**config.mk**
```make
export PLATFORM = sky130hd
export DESIGN_NAME = id_stage_pipe
export DESIGN_NICKNAME = d
export VERILOG_FILES = /design/src/rtl/id_stage_pipe.sv
export SDC_FILE = /design/constraint.sdc
export NUM_CORES = 1
export LEC_CHECK = 0
export BUFFER_PORTS_ARGS = -buffer_cell sky130_fd_sc_hd__buf_2
export CAP_MARGIN = 40
export CELL_PAD_IN_SITES_DETAIL_PLACEMENT = 0
export CELL_PAD_IN_SITES_GLOBAL_PLACEMENT = 2
export CORE_UTILIZATION = 44
export DETAILED_ROUTE_END_ITERATION = 10
export MAX_ROUTING_LAYER = met4
export PLACE_DENSITY_LB_ADDON = 0.1
export SETUP_SLACK_MARGIN = 0.3
export SYNTH_ARGS = -nofsm -noshare
export SYNTH_HDL_FRONTEND = slang
export SYNTH_SLANG_ARGS = --single-unit
```
**constraint.sdc**
```tcl
create_clock -name clk -period 4.9 [get_ports clk]
set_input_delay 0.98 -clock clk [delete_from_list [all_inputs] [get_ports clk]]
set_output_delay 0.98 -clock clk [all_outputs]
set_load 0.02 [all_outputs]
```
**src/rtl/id_stage_pipe.sv**
```systemverilog
// Pipelined decode stage: decodes a 16-bit instruction, reads the register file with
// write-back bypass, stalls on load-use hazards and issues a registered ID/EX bundle.
module id_stage_pipe #(
    parameter int DWIDTH  = 16,
    parameter int AWIDTH  = 4,
    parameter bit R0_ZERO = 1'b1
) (
    input  logic              clk,
    input  logic              rst,
    input  logic              in_valid,
    output logic              in_ready,
    input  logic [15:0]       in_instr,
    input  logic [DWIDTH-1:0] in_pc,
    input  logic              flush,
    input  logic              wb_en,
    input  logic [AWIDTH-1:0] wb_addr,
    input  logic [DWIDTH-1:0] wb_data,
    output logic              out_valid,
    input  logic              out_ready,
    output logic [3:0]        out_opcode,
    output logic [AWIDTH-1:0] out_rd,
    output logic [DWIDTH-1:0] out_src1,
    output logic [DWIDTH-1:0] out_src2,
    output logic [DWIDTH-1:0] out_imm,
    output logic [DWIDTH-1:0] out_pc,
    output logic [5:0]        out_ctrl,
    output logic              halted
);

    localparam int DEPTH = 2 ** AWIDTH;

    logic [DWIDTH-1:0] rf [DEPTH];

    logic [3:0]        opcode;
    logic [AWIDTH-1:0] rd_addr;
    logic [AWIDTH-1:0] rs_addr;
    logic [AWIDTH-1:0] rt_addr;
    logic [AWIDTH-1:0] src_addr [2];
    logic [DWIDTH-1:0] src_data [2];
    logic [1:0]        src_used;
    logic [DWIDTH-1:0] imm;
    logic [5:0]        ctrl;
    logic              hazard;
    logic              accept;

    assign opcode  = in_instr[15:12];
    assign rd_addr = AWIDTH'(in_instr[11:8]);
    assign rs_addr = AWIDTH'(in_instr[7:4]);
    assign rt_addr = AWIDTH'(in_instr[3:0]);

    // LLB/LHB modify rd in place, SW stores rd: both pull rd onto a source port.
    assign src_addr[0] = (opcode == 4'hA || opcode == 4'hB) ? rd_addr : rs_addr;
    assign src_addr[1] = (opcode == 4'h9) ? rd_addr : rt_addr;

    assign src_used[0] = (opcode <= 4'hB) || (opcode == 4'hD);
    assign src_used[1] = (opcode <= 4'h3) || (opcode == 4'h7) || (opcode == 4'h9);

    genvar gi;
    generate
        for (gi = 0; gi < 2; gi++) begin : g_read
            assign src_data[gi] = (R0_ZERO && src_addr[gi] == '0) ? '0 :
                                  (wb_en && wb_addr == src_addr[gi]) ? wb_data :
                                  rf[src_addr[gi]];
        end
    endgenerate

    always_comb begin
        imm = '0;
        case (opcode)
            4'h4, 4'h5, 4'h6: imm = DWIDTH'(in_instr[3:0]);
            4'h8, 4'h9:       imm = {{(DWIDTH-5){in_instr[3]}}, in_instr[3:0], 1'b0};
            4'hA, 4'hB:       imm = DWIDTH'(in_instr[7:0]);
            4'hC:             imm = {{(DWIDTH-10){in_instr[8]}}, in_instr[8:0], 1'b0};
            default:          imm = '0;
        endcase
    end

    // {regwrite, memread, memwrite, memtoreg, branch, halt}
    always_comb begin
        ctrl    = '0;
        ctrl[5] = (opcode <= 4'h8) || (opcode == 4'hA) || (opcode == 4'hB) || (opcode == 4'hE);
        ctrl[4] = (opcode == 4'h8);
        ctrl[3] = (opcode == 4'h9);
        ctrl[2] = (opcode == 4'h8);
        ctrl[1] = (opcode == 4'hC) || (opcode == 4'hD);
        ctrl[0] = (opcode == 4'hF);
    end

    assign hazard = out_valid && out_ctrl[4] && (out_rd != '0) &&
                    ((src_used[0] && out_rd == src_addr[0]) ||
                     (src_used[1] && out_rd == src_addr[1]));

    assign in_ready = !(out_valid && !out_ready) && !hazard && !flush && !halted;
    assign accept   = in_valid && in_ready;

    // Write-back is never blocked by stall, flush or halt.
    always_ff @(posedge clk or negedge rst) begin
        if (!rst) begin
            for (int i = 0; i < DEPTH; i++) begin
                rf[i] <= '0;
            end
        end else if (wb_en && !(R0_ZERO && wb_addr == '0)) begin
            rf[wb_addr] <= wb_data;
        end
    end

    always_ff @(posedge clk or negedge rst) begin
        if (!rst) begin
            out_valid  <= 1'b0;
            out_opcode <= '0;
            out_rd     <= '0;
            out_src1   <= '0;
            out_src2   <= '0;
            out_imm    <= '0;
            out_pc     <= '0;
            out_ctrl   <= '0;
            halted     <= 1'b0;
        end else if (flush) begin
            out_valid <= 1'b0;
        end else if (accept) begin
            out_valid  <= 1'b1;
            out_opcode <= opcode;
            out_rd     <= rd_addr;
            out_src1   <= src_data[0];
            out_src2   <= src_data[1];
            out_imm    <= imm;
            out_pc     <= in_pc;
            out_ctrl   <= ctrl;
            if (opcode == 4'hF) begin
                halted <= 1'b1;
            end
        end else if (out_valid && out_ready) begin
            out_valid <= 1'b0;
        end
    end

endmodule

```
# Word-level counts from Yosys, hierarchy flattened
# Cells that the tools add are included.
totals:
  regBits: 336
  output_inout_bits: 81
  word_cells: 111
  inputBits: 58
classes:
  eq_ne: 16
  mux: 19
  bitwise: 4
  n_reduce_logical: 40
  order_cmp: 7
ops:
  columns: ["op", "count"]
  rows:
  - ["$bwmux 256", 1]
  - ["$mux 16", 9]
  - ["$bmux 16 s4", 2]
  - ["$demux 16 s4", 1]
  - ["$pmux 16 s4", 1]
  - ["$eq 4x4->1 const B", 8]
  - ["$eq 4x3->1 const B", 4]
  - ["$eq 4x4->1", 4]
  - ["$ge 5x5->1 const B", 3]
  - ["$logic_and 1x1->1", 15]
  - ["$not 4->5", 3]
  - ["$logic_not 4->1", 3]
  - ["$logic_or 1x1->1", 9]
  - ["$le 4x4->1 const B", 2]
  - ["$mux 4", 2]
  - ["$logic_not 1->1", 6]
  - ["$lt 5x1->1 const B", 1]
  - ["$le 4x2->1 const B", 1]
  - ["$reduce_bool 4->1", 1]
  - ["$reduce_or 2->1", 2]
  - ["$mux 1", 3]
  - ["$reduce_and 3->1", 1]
  - ["$reduce_bool 3->1", 1]
  - ["$reduce_or 3->1", 1]
  - ["2 further kinds", 2]

# Longest topological paths before layout
# Gate-level depths: netlist of run 1.
depth:
  depth_word: 14
  mapped_depth: 12
  mapped_depth_nobuf: 7

# Least setup slack after synthesis of run 1
# OpenSTA, ideal clock, no wires.
synth_timing:
  path_kind: "input to output"
  start: "input port in_instr[15]"
  end: "output port in_ready"
  cell_stages: 6
  t_arrival_ns: 2.452
  path_buffers: 1
  path_slack_ns: 1.468
  required_ns: 3.920
  path_cell_list: "buf_2 -> and3b_1 -> mux2_4 -> xnor2_1 -> nor4_1 -> nor3_1"
synth_between:
  elab_chain_cells: 11
  word_cells_on_any_way: 23
  cone_classes: "order compare (2); eq/ne (7); mux (2); reduce/logical (12)"
synth_lines:
  columns: ["item", "line", "text"]
  rows:
  - ["start: declaration", "12", "input logic [15:0] in_instr,"]
  - ["$eq 4x4->1", "52", "assign src_addr[0] = (opcode == 4'hA || opcode == 4'hB) ? rd_addr : rs_addr;"]
  - ["$logic_or 1x1->1", "52", null]
  - ["$mux 4", "52", null]
  - ["$eq 4x4->1", "90", "((src_used[0] && out_rd == src_addr[0]) ||"]
  - ["$logic_and 1x1->1", "90", null]
  - ["$logic_or 1x1->1 (*)", "90", null]
  - ["$logic_and 1x1->1 (*)", "89", "assign hazard = out_valid && out_ctrl[4] && (out_rd != '0) &&"]
  - ["$logic_not 1->1 (*)", "93", "assign in_ready = !(out_valid && !out_ready) && !hazard && !flush && !halted;"]
  - ["$logic_and 1x1->1 (*) (3 in series)", "93", null]
  - ["end: declaration", "11", "output logic in_ready,"]
# Every way passes the cells marked *; elsewhere a longest branch is shown, timed or not.

# Final worst setup path of run 1
layout_timing:
  start: "input port in_instr[13]"
  end: "output port in_ready"
# The elaborated chain is that of the path after synthesis.

==> out/metrics.yaml, run 1 <==
syn_to_final_growth_pct: 15.1
avgSynthCellArea_um2: 11.4
final-setup-viol-count: 0
vias: 12900
worstSetupStartpointType: "input pin"
path_class: "in -> out"
core_um2: 39000
dr.pass1.iters: 5
grt_pass1_vias: 13000
synth.distinct_cells: 57
slowest_stage: "and4bb_1"
initial_core_util_pct: 45.1
syn_area_um2: 17600
drtAntennaViolNets: 0
async_flop_share_pct: 100
viasPerCell: 5.96
crit_end: "in_ready"
seq_area_um2: 8230
worstRegToRegCells: 8
clockRootBuffer: "clkbuf_16"
stdcell_count: 2164
ff2ff_setup_slack_ns: 2.13
cts_tree: "built"
cts.hold.buffers_added: 0
portBuffers: 138
die_x_um: 202
dp.cells: 2096
hold_ws_ns: 0.396
fill_cells: 3463
cts_made_buffers: 38
post_drt_wl_per_cell_um: 26.0
rsz0062_at_grt: "false"
drt_iter0_drc: 1000
outcome: "finished, final reports clean"
r2r_end: "out_src2[7]"
synth_area_leaders: "dfrtp_1 (47%), mux2_2 (18%), mux4_2 (8.2%)"
slew_viol_final: 0
drc: 0
cts.repair.resized: 0
timing.clock.skew_ns: 0.0258
place_hpwl_mm: 35.3
ys_seq_elements: 329
fp-row-count: 72
critPathMaxFanout: 15
fin_nets: 1676
slew-limit-headroom_pct: 37.1
post-route-period-util_pct: 89.6
grt_usage_pct: 29.2
cp.arrival_ns: 3.41
powerDensity_nw_per_um2: 443
grt_start_max_net_pins: 113
r2r_start: "out_rd[0]"
antenna_found_initial: 1
power_leakage_nw: 8.94
critPathRequiredTime_ns: 3.92
multi_input_area_um2: 8770
synth_edf_count: 0
synth_top_area_share_pct: 46.8
synth_top_area_cell: "dfrtp_1"
worst_slew_pin_slew_ns: 0.924
drive_gt1_share_pct: 38.5
io_pins: 139
crit_start: "in_instr[13]"
peakVddDrop_uv: 256
cts_sinks: 329
endpoint_kind: "output port"
min_path_type: "reg -> reg"
grt_pass1_wl_mm: 86.0
htreeDepth: 2
syn-num-nets: 1601
clk_pin_slew_ns: 0.06
ys.flop_type: "dfrtp_1"
cp_common_cell: "buf_2"
die_area_um2: 40800
period_needed_ns: 4.39
die_y_um: 202
hold_violations: 0
routed_wl_mm: 56.2
yosys_warnings: 0
synth_sequential_area_ratio_pct: 46.8
cts_buffer_depth: 3
slowest_delay_ns: 0.84
maxCapViolCount: 0
path_cells: "buf_2 -> and4bb_1 -> mux2i_4 -> xnor2_1 -> nor4_1 -> nor3_1 -> buf_2"
clock.fmax_mhz: 228
synthCells: 1543
overflow: 0
insertion_delay_ns: 0.57
postCtsSetupRepairBufs: 0
setup_tns_ns: 0
gp_congestion: 0.804
-- area by class of cell --
type | instances | share of cell area, %
timing repair buffer | 189 | 6.32
clock inverter | 14 | 0.871
clock buffer | 53 | 5.57
multi-input combinational | 1054 | 43.3
antenna | 1 | 0.0124
tap | 518 | 3.20
inverter | 6 | 0.111
sequential | 329 | 40.6
-- stage by stage --
stage / util (%) / power [mW] / cell area, um^2 / worst slack [ns]
final: 51.9 / 8.98 / 20300 / 0.510
after global routing: 51.9 / 9.42 / 20300 / 0.395
after CTS: 51.9 / 9.05 / 20300 / 0.519
after detailed placement: 48.6 / 6.05 / 19000 / 0.537
after global placement: 48.2 / 5.99 / 18800 / 0.557
after floorplan: - / 5.26 / 17600 / 1.47
-- how the worst min path moves through the flow --
| stage | start | to | slack (ns) | cells past startpoint |
|---|---|---|---|---|
| 4_1_cts | rf[250] | rf[250] | 0.40 | 0 |
| 6_report | rf[251] | rf[251] | 0.40 | 0 |
| 3_3_place_gp | rf[247] | rf[247] | 0.38 | 0 |
| 2_1_floorplan | rf[243] | rf[243] | 0.44 | 1 |
| 3_5_place_dp | rf[250] | rf[250] | 0.39 | 0 |
| 5_1_grt | rf[251] | rf[251] | 0.41 | 0 |
-- synth_stat cells, types with 17 or more instances --
master and number:
a21oi_1 46, o21ai_0 19, nor2_1 38, nor3_1 30
dfrtp_1 329, clkbuf_1 95, mux2_2 276, mux2i_1 52
a221o_1 17, nand3_1 49, nand2_1 278, and3_1 20
buf_2 34, mux4_2 64
-- cell usage in the layout (no fill, tap or decap), types with 10 or more instances in the layout --
| cell | count |
|---|---|
| a21oi_1 | 45 |
| a221o_1 | 17 |
| a221oi_1 | 16 |
| a31oi_1 | 11 |
| and3_1 | 20 |
| buf_12 | 13 |
| buf_2 | 137 |
| buf_4 | 35 |
| clkbuf_16 | 39 |
| clkbuf_8 | 10 |
| dfrtp_1 | 329 |
| mux2_2 | 275 |
| mux2i_1 | 49 |
| mux4_2 | 64 |
| nand2_1 | 278 |
| nand3_1 | 48 |
| nand3b_1 | 10 |
| nand4_1 | 11 |
| nor2_1 | 27 |
| nor3_1 | 29 |
| o211ai_1 | 12 |
| o21ai_0 | 19 |
| o22ai_1 | 15 |
| xnor2_1 | 11 |
-- cells by family (layout without fill, tap and decap cells) --
group	Yosys count	in the layout	share of synthesized area, %
AND/OR/NAND/NOR	464	464	11.6
multiplexers	397	397	29.3
flip-flops	329	329	46.8
AO/OA/AOI/OAI	177	177	7.33
buffers and inverters	160	262	4.19
XOR/XNOR	16	16	0.796
other	0	1	0
-- metal layers --
| metal | GRT usage, % | up-vias | wire length [um] |
|---|---|---|---|
| met4 | 8.66 | 0 | 1530 |
| met1 | 40.5 | 6631 | 25600 |
| met2 | 43.6 | 428 | 25600 |
| met5 | - | - | 0 |
| met3 | 5.21 | 92 | 3490 |
| li1 | - | 5737 | - |
-- flip-flops by register name, summed over array words and instances, names as in the netlist --
signal	cells
out_valid	1
out_opcode	4
out_src2	16
out_ctrl	5
halted	1
out_pc	16
out_src1	16
out_rd	4
out_imm	10
rf	256
-- power by group --
part,switching [mW],total (mW),leakage [nW],internal (mW)
logic,1.10,2.18,4.21,1.08
registers,0.482,3.81,4.08,3.33
clock network,1.17,2.99,0.650,1.81
-- critical path: cells and delay by family --
kind	cells	cell delay (ns)
buffers and inverters	2	0.37
multiplexers	1	0.36
XOR/XNOR	1	0.08
AND/OR/NAND/NOR	3	1.60
(Power assumes the default switching activity.)
==> run 2, diff against run 1 <==
RECOVER_POWER = 50   (was unset)
==> run 2 against run 1 <==
Critical path type unchanged. Clock-buffer cell count stayed put. Global-route usage did not move. Final cell count did not move. Sequential power hardly changed. The flow now finishes with violations (capacitance limit, slew limit). Flip-flop and latch count unchanged. Non-clock buffer count unchanged. Final area is 0.39% lower. Worst setup slack gained 0.0059 ns. First-iteration DRC count decreased by 6.1%. Critical path depth unchanged.
==> out/metrics.yaml, run 2 (synthesized netlist as in run 1, its figures left out) <==
outcome: "complete, but fails checks"
violations: "capacitance limit, slew limit"
dr.max_layer_used: "met4"
worstSetupStartpointType: "input pin"
stdcell_area_um2: 20200
gp_congestion: 0.804
p_int_mw: 6.23
worst_slew_pin_slew_ns: 2.99
antenna_found_initial: 1
vias: 13000
syn_to_final_growth_pct: 14.7
cts_made_buffers: 38
place_hpwl_mm: 35.3
fin_nets: 1676
seq_area_um2: 8230
timing.clock.skew_ns: 0.0246
die_x_um: 202
final-setup-viol-count: 0
ff2ff_setup_slack_ns: 2.14
clockRootBuffer: "clkbuf_16"
fp-row-count: 72
power.share.combinational_pct: 24.3
met1Wirelength_mm: 25.7
pre_cts_ws_ns: 0.537
hold_violations: 0
p_sw_mw: 2.75
power_leakage_nw: 8.92
fill_cells: 3478
grt_start_max_net_pins: 113
peakVddDrop_uv: 256
endpoint_kind: "output port"
top_register: "rf"
critPathMaxFanout: 15
mostFrequentLayoutCells: "dfrtp_1 (329), nand2_1 (278), mux2_2 (275), buf_2 (136), mux4_2 (64)"
insertion_delay_ns: 0.56
postCtsSetupRepairBufs: 0
largest_register_ffs: 256
cts_sinks: 329
layout_commonest_cell: "dfrtp_1"
cp.arrival_ns: 3.40
setup_tns_ns: 0
drc: 0
maxCapViolCount: 2
met2_length_mm: 25.7
wl_met3_mm: 3.43
final_util_pct: 51.7
drt_iter0_drc: 939
drive_gt1_share_pct: 38.1
io_pins: 139
grt_pass1_wl_mm: 86.0
initial_core_util_pct: 45.1
die_y_um: 202
seqPwrFrac_pct: 42.5
period_needed_ns: 4.38
powerDensity_nw_per_um2: 445
place_area_um2: 19000
core_um2: 39000
slew-limit-headroom_pct: -99.3
grt_pass1_vias: 13000
post_drt_wl_per_cell_um: 26.1
p_sw_share_pct: 30.7
multi_input_area_um2: 8740
power_mw: 8.98
post-route-period-util_pct: 89.5
cts.repair.resized: 0
critPathRequiredTime_ns: 3.92
path_class: "in -> out"
drtAntennaViolNets: 0
min_path_type: "reg -> reg"
cts_buffer_depth: 3
die_area_um2: 40800
clkPwrFrac_pct: 33.2
htreeDepth: 2
dr.pass1.iters: 5
clock.fmax_mhz: 228
slew_viol_final: 129
clk_pin_slew_ns: 0.06
grt_usage_pct: 29.2
fin_ws_ns: 0.516
routed_wl_mm: 56.4
viasPerCell: 6.00
rsz0062_at_grt: "false"
overflow: 0
cts_tree: "built"
portBuffers: 138
cts.hold.buffers_added: 0
[run 2: cell types whose count changed in the layout (fill, tap and decap cells not counted)]
cell,previous run,this run
clkbuf_4,0,1
nor2_1,27,31
nor2_4,7,3
buf_8,3,2
buf_12,13,11
buf_4,35,32
clkbuf_1,4,7
buf_2,137,136
clkbuf_2,0,3
[run 2: worst max-delay path, cell delays in order]
cell	delay (ns)
buf_2	0.17
and4bb_1	0.84
mux2i_4	0.36
xnor2_1	0.08
nor4_1	0.60
nor3_1	0.16
buf_2	0.20
[run 2: path summary, 6_finish.rpt]
check	from	end	cells after the start
max	in_instr[13]	in_ready	7
min	rf[251]	rf[251]	0
max reg2reg	out_rd[0]	out_src2[7]	8
min reg2reg	rf[251]	rf[251]	0
max in group asynchronous	rst	rf[157]	2
min in group asynchronous	rst	out_pc[12]	1
[run 2: cell type report]
class	instances	area share, %
Clock inverter	14	0.874
Inverter	6	0.112
Tap cell	518	3.21
Clock buffer	53	5.59
Antenna cell	1	0.0124
Sequential cell	329	40.8
Timing Repair Buffer	189	6.11
Multi-Input combinational cell	1054	43.3
[run 2: power by group through the flow]
stage | registers, mW | clock network, mW | logic (mW)
finish | 3.82 | 2.98 | 2.18
detailed placement | 3.85 | 0 | 2.19
floorplan | 3.86 | 0 | 1.40
global placement | 3.84 | 0 | 2.15
global route | 3.90 | 3.16 | 2.36
CTS | 3.81 | 3.04 | 2.20
[run 2: through the flow]
| stage | std cells | hold WS [ns] |
|---|---|---|
| after global placement | 2088 | 0.382 |
| after CTS | 2163 | 0.398 |
| after floorplan | 1543 | 0.441 |
| after detailed placement | 2096 | 0.385 |
| after global routing | 2164 | 0.412 |
| final | 2164 | 0.396 |
[run 2: metal layers]
| metal | global-route usage [%] | vias to the layer above |
|---|---|---|
| li1 | - | 5733 |
| met1 | 40.5 | 6720 |
| met2 | 43.6 | 435 |
| met3 | 5.21 | 94 |
| met4 | 8.66 | 0 |
| met5 | - | - |
==> run 3, diff against run 2 <==
CELL_PAD_IN_SITES_DETAIL_PLACEMENT = 2   (was 0)
==> run 3 against run 2 <==
Highest routed layer unchanged. Final cell count barely moved. The run still ends with capacitance limit, slew limit left. Largest cell class unchanged. Worst setup slack got worse by 0.038 ns. Maximum frequency fell by 0.87%. Clock skew rose by 0.0018 ns. Die area stayed put. Critical path type unchanged. Sequential share of layout area grew 0.15 points. Combinational power is 6% higher. Non-clock buffer count is the same. First-iteration DRC count shrank 18%. Via count grew 5.1%. Register-to-register slack worse by 0.12 ns. Clock-buffer cell count increased by 1.
==> out/metrics.yaml, run 3 (synthesized netlist as in run 1, its figures left out) <==
outcome: "complete, but fails checks"
violations: "capacitance limit, slew limit"
grt_usage_pct: 34.4
peakVddDrop_uv: 249
clock.fmax_mhz: 226
setup_tns_ns: 0
cts.hold.buffers_added: 0
grt_pass1_wl_mm: 102
insertion_delay_ns: 0.58
dr.pass1.iters: 5
overflow: 0
power.share.combinational_pct: 25.2
grt_start_max_net_pins: 113
vias: 13600
cts_sinks: 329
critPathTopFamily: "simple AND/OR/NAND/NOR gates"
fin_nets: 1676
die_x_um: 202
fill_cells: 3799
initial_core_util_pct: 45.1
place_hpwl_mm: 40.5
mostFrequentLayoutCells: "dfrtp_1 (329), nand2_1 (278), mux2_2 (275), buf_2 (136), mux4_2 (64)"
p_sw_mw: 2.99
final_util_pct: 51.5
seqPwrFrac_pct: 42.6
portBuffers: 138
io_pins: 139
top_register: "rf"
slowest_stage: "and4bb_1"
clockRootBuffer: "clkbuf_16"
core_um2: 39000
drive_gt1_share_pct: 37.8
htreeDepth: 2
post-route-period-util_pct: 90.3
timing.clock.skew_ns: 0.0264
hold_violations: 0
slew_viol_final: 130
path_cells: "buf_2 -> and4bb_1 -> mux2i_4 -> xnor2_1 -> nor4_1 -> nor3_1 -> buf_2"
layout_commonest_cell: "dfrtp_1"
fp-row-count: 72
power_leakage_nw: 8.87
cts_tree: "built"
slowest_delay_ns: 0.90
final-setup-viol-count: 0
maxCapViolCount: 2
clk_pin_slew_ns: 0.06
cp_common_cell: "buf_2"
routed_wl_mm: 66.3
cts.repair.resized: 0
slew-limit-headroom_pct: -107
path_buf_inv: 2
p_sw_share_pct: 32.7
drc: 0
min_path_type: "reg -> reg"
cts_buffer_depth: 3
largest_register_ffs: 256
drtAntennaViolNets: 0
gp_congestion: 0.804
postCtsSetupRepairBufs: 0
cts_made_buffers: 38
clkPwrFrac_pct: 32.2
drt_iter0_drc: 772
antenna_found_initial: 2
viasPerCell: 6.31
cp.arrival_ns: 3.44
path_class: "in -> out"
die_area_um2: 40800
hold_ws_ns: 0.411
grt_pass1_vias: 15200
p_int_mw: 6.14
critPathMaxFanout: 15
post_drt_wl_per_cell_um: 30.7
endpoint_kind: "output port"
period_needed_ns: 4.42
rsz0062_at_grt: "false"
seq_area_um2: 8230
worstSetupStartpointType: "input pin"
critPathRequiredTime_ns: 3.92
die_y_um: 202
worst_slew_pin_slew_ns: 3.11
powerDensity_nw_per_um2: 454
syn_to_final_growth_pct: 14.3
multi_input_area_um2: 8740
## run 3: final cells by class
cell class	count	area share, %
Multi-Input combinational cell	1054	43.5
Sequential cell	329	40.9
Timing Repair Buffer	189	6.05
Clock buffer	54	5.48
Tap cell	518	3.22
Clock inverter	11	0.716
Inverter	6	0.112
Antenna cell	1	0.0124
## run 3: power by group through the flow
| stage | combinational, mW | clock, mW | sequential, mW |
|---|---|---|---|
| 3_3_place_gp | 2.15 | 0 | 3.84 |
| 2_1_floorplan | 1.40 | 0 | 3.86 |
| 5_1_grt | 2.46 | 3.08 | 3.95 |
| 3_5_place_dp | 2.26 | 0 | 3.90 |
| 4_1_cts | 2.31 | 2.99 | 3.87 |
| 6_report | 2.30 | 2.94 | 3.88 |
## run 3: routing by layer
metal | GRT usage [%] | part of all wire (%)
met2 | 54.5 | 48
met4 | 13.7 | 4.2
met5 | - | 0
met1 | 44.4 | 42
met3 | 5.14 | 5.5
## run 3: worst reg2reg max path: cells and delay by family (launching register included)
| kind | cells | cell delay (ns) |
|---|---|---|
| xor gates and xnor gates | 1 | 0.19 |
| and+or+nand+nor | 3 | 1.11 |
| buffers and inverters | 1 | 0.39 |
| DFF | 1 | 0.49 |
| AOI/OAI and AO/OA | 3 | 0.57 |
## run 3: path summary, 6_finish.rpt
kind	from	to	slack (ns)	cells past startpoint
max in group asynchronous	rst	rf[21]	0.80	2
max reg2reg	out_rd[0]	out_src2[1]	2.02	8
min in group asynchronous	rst	out_pc[12]	1.38	1
min	rf[248]	rf[248]	0.41	0
max	in_instr[13]	in_ready	0.48	7
min reg2reg	rf[248]	rf[248]	0.41	0
## run 3: per-stage QoR
stage	cell area [um^2]	instances	power (mW)	setup slack [ns]
floorplan	17600	1543	5.26	1.47
global placement	18800	2088	5.99	0.557
detailed placement	19000	2096	6.16	0.468
CTS	20200	2161	9.18	0.488
global route	20100	2162	9.49	0.222
finish	20100	2162	9.12	0.477
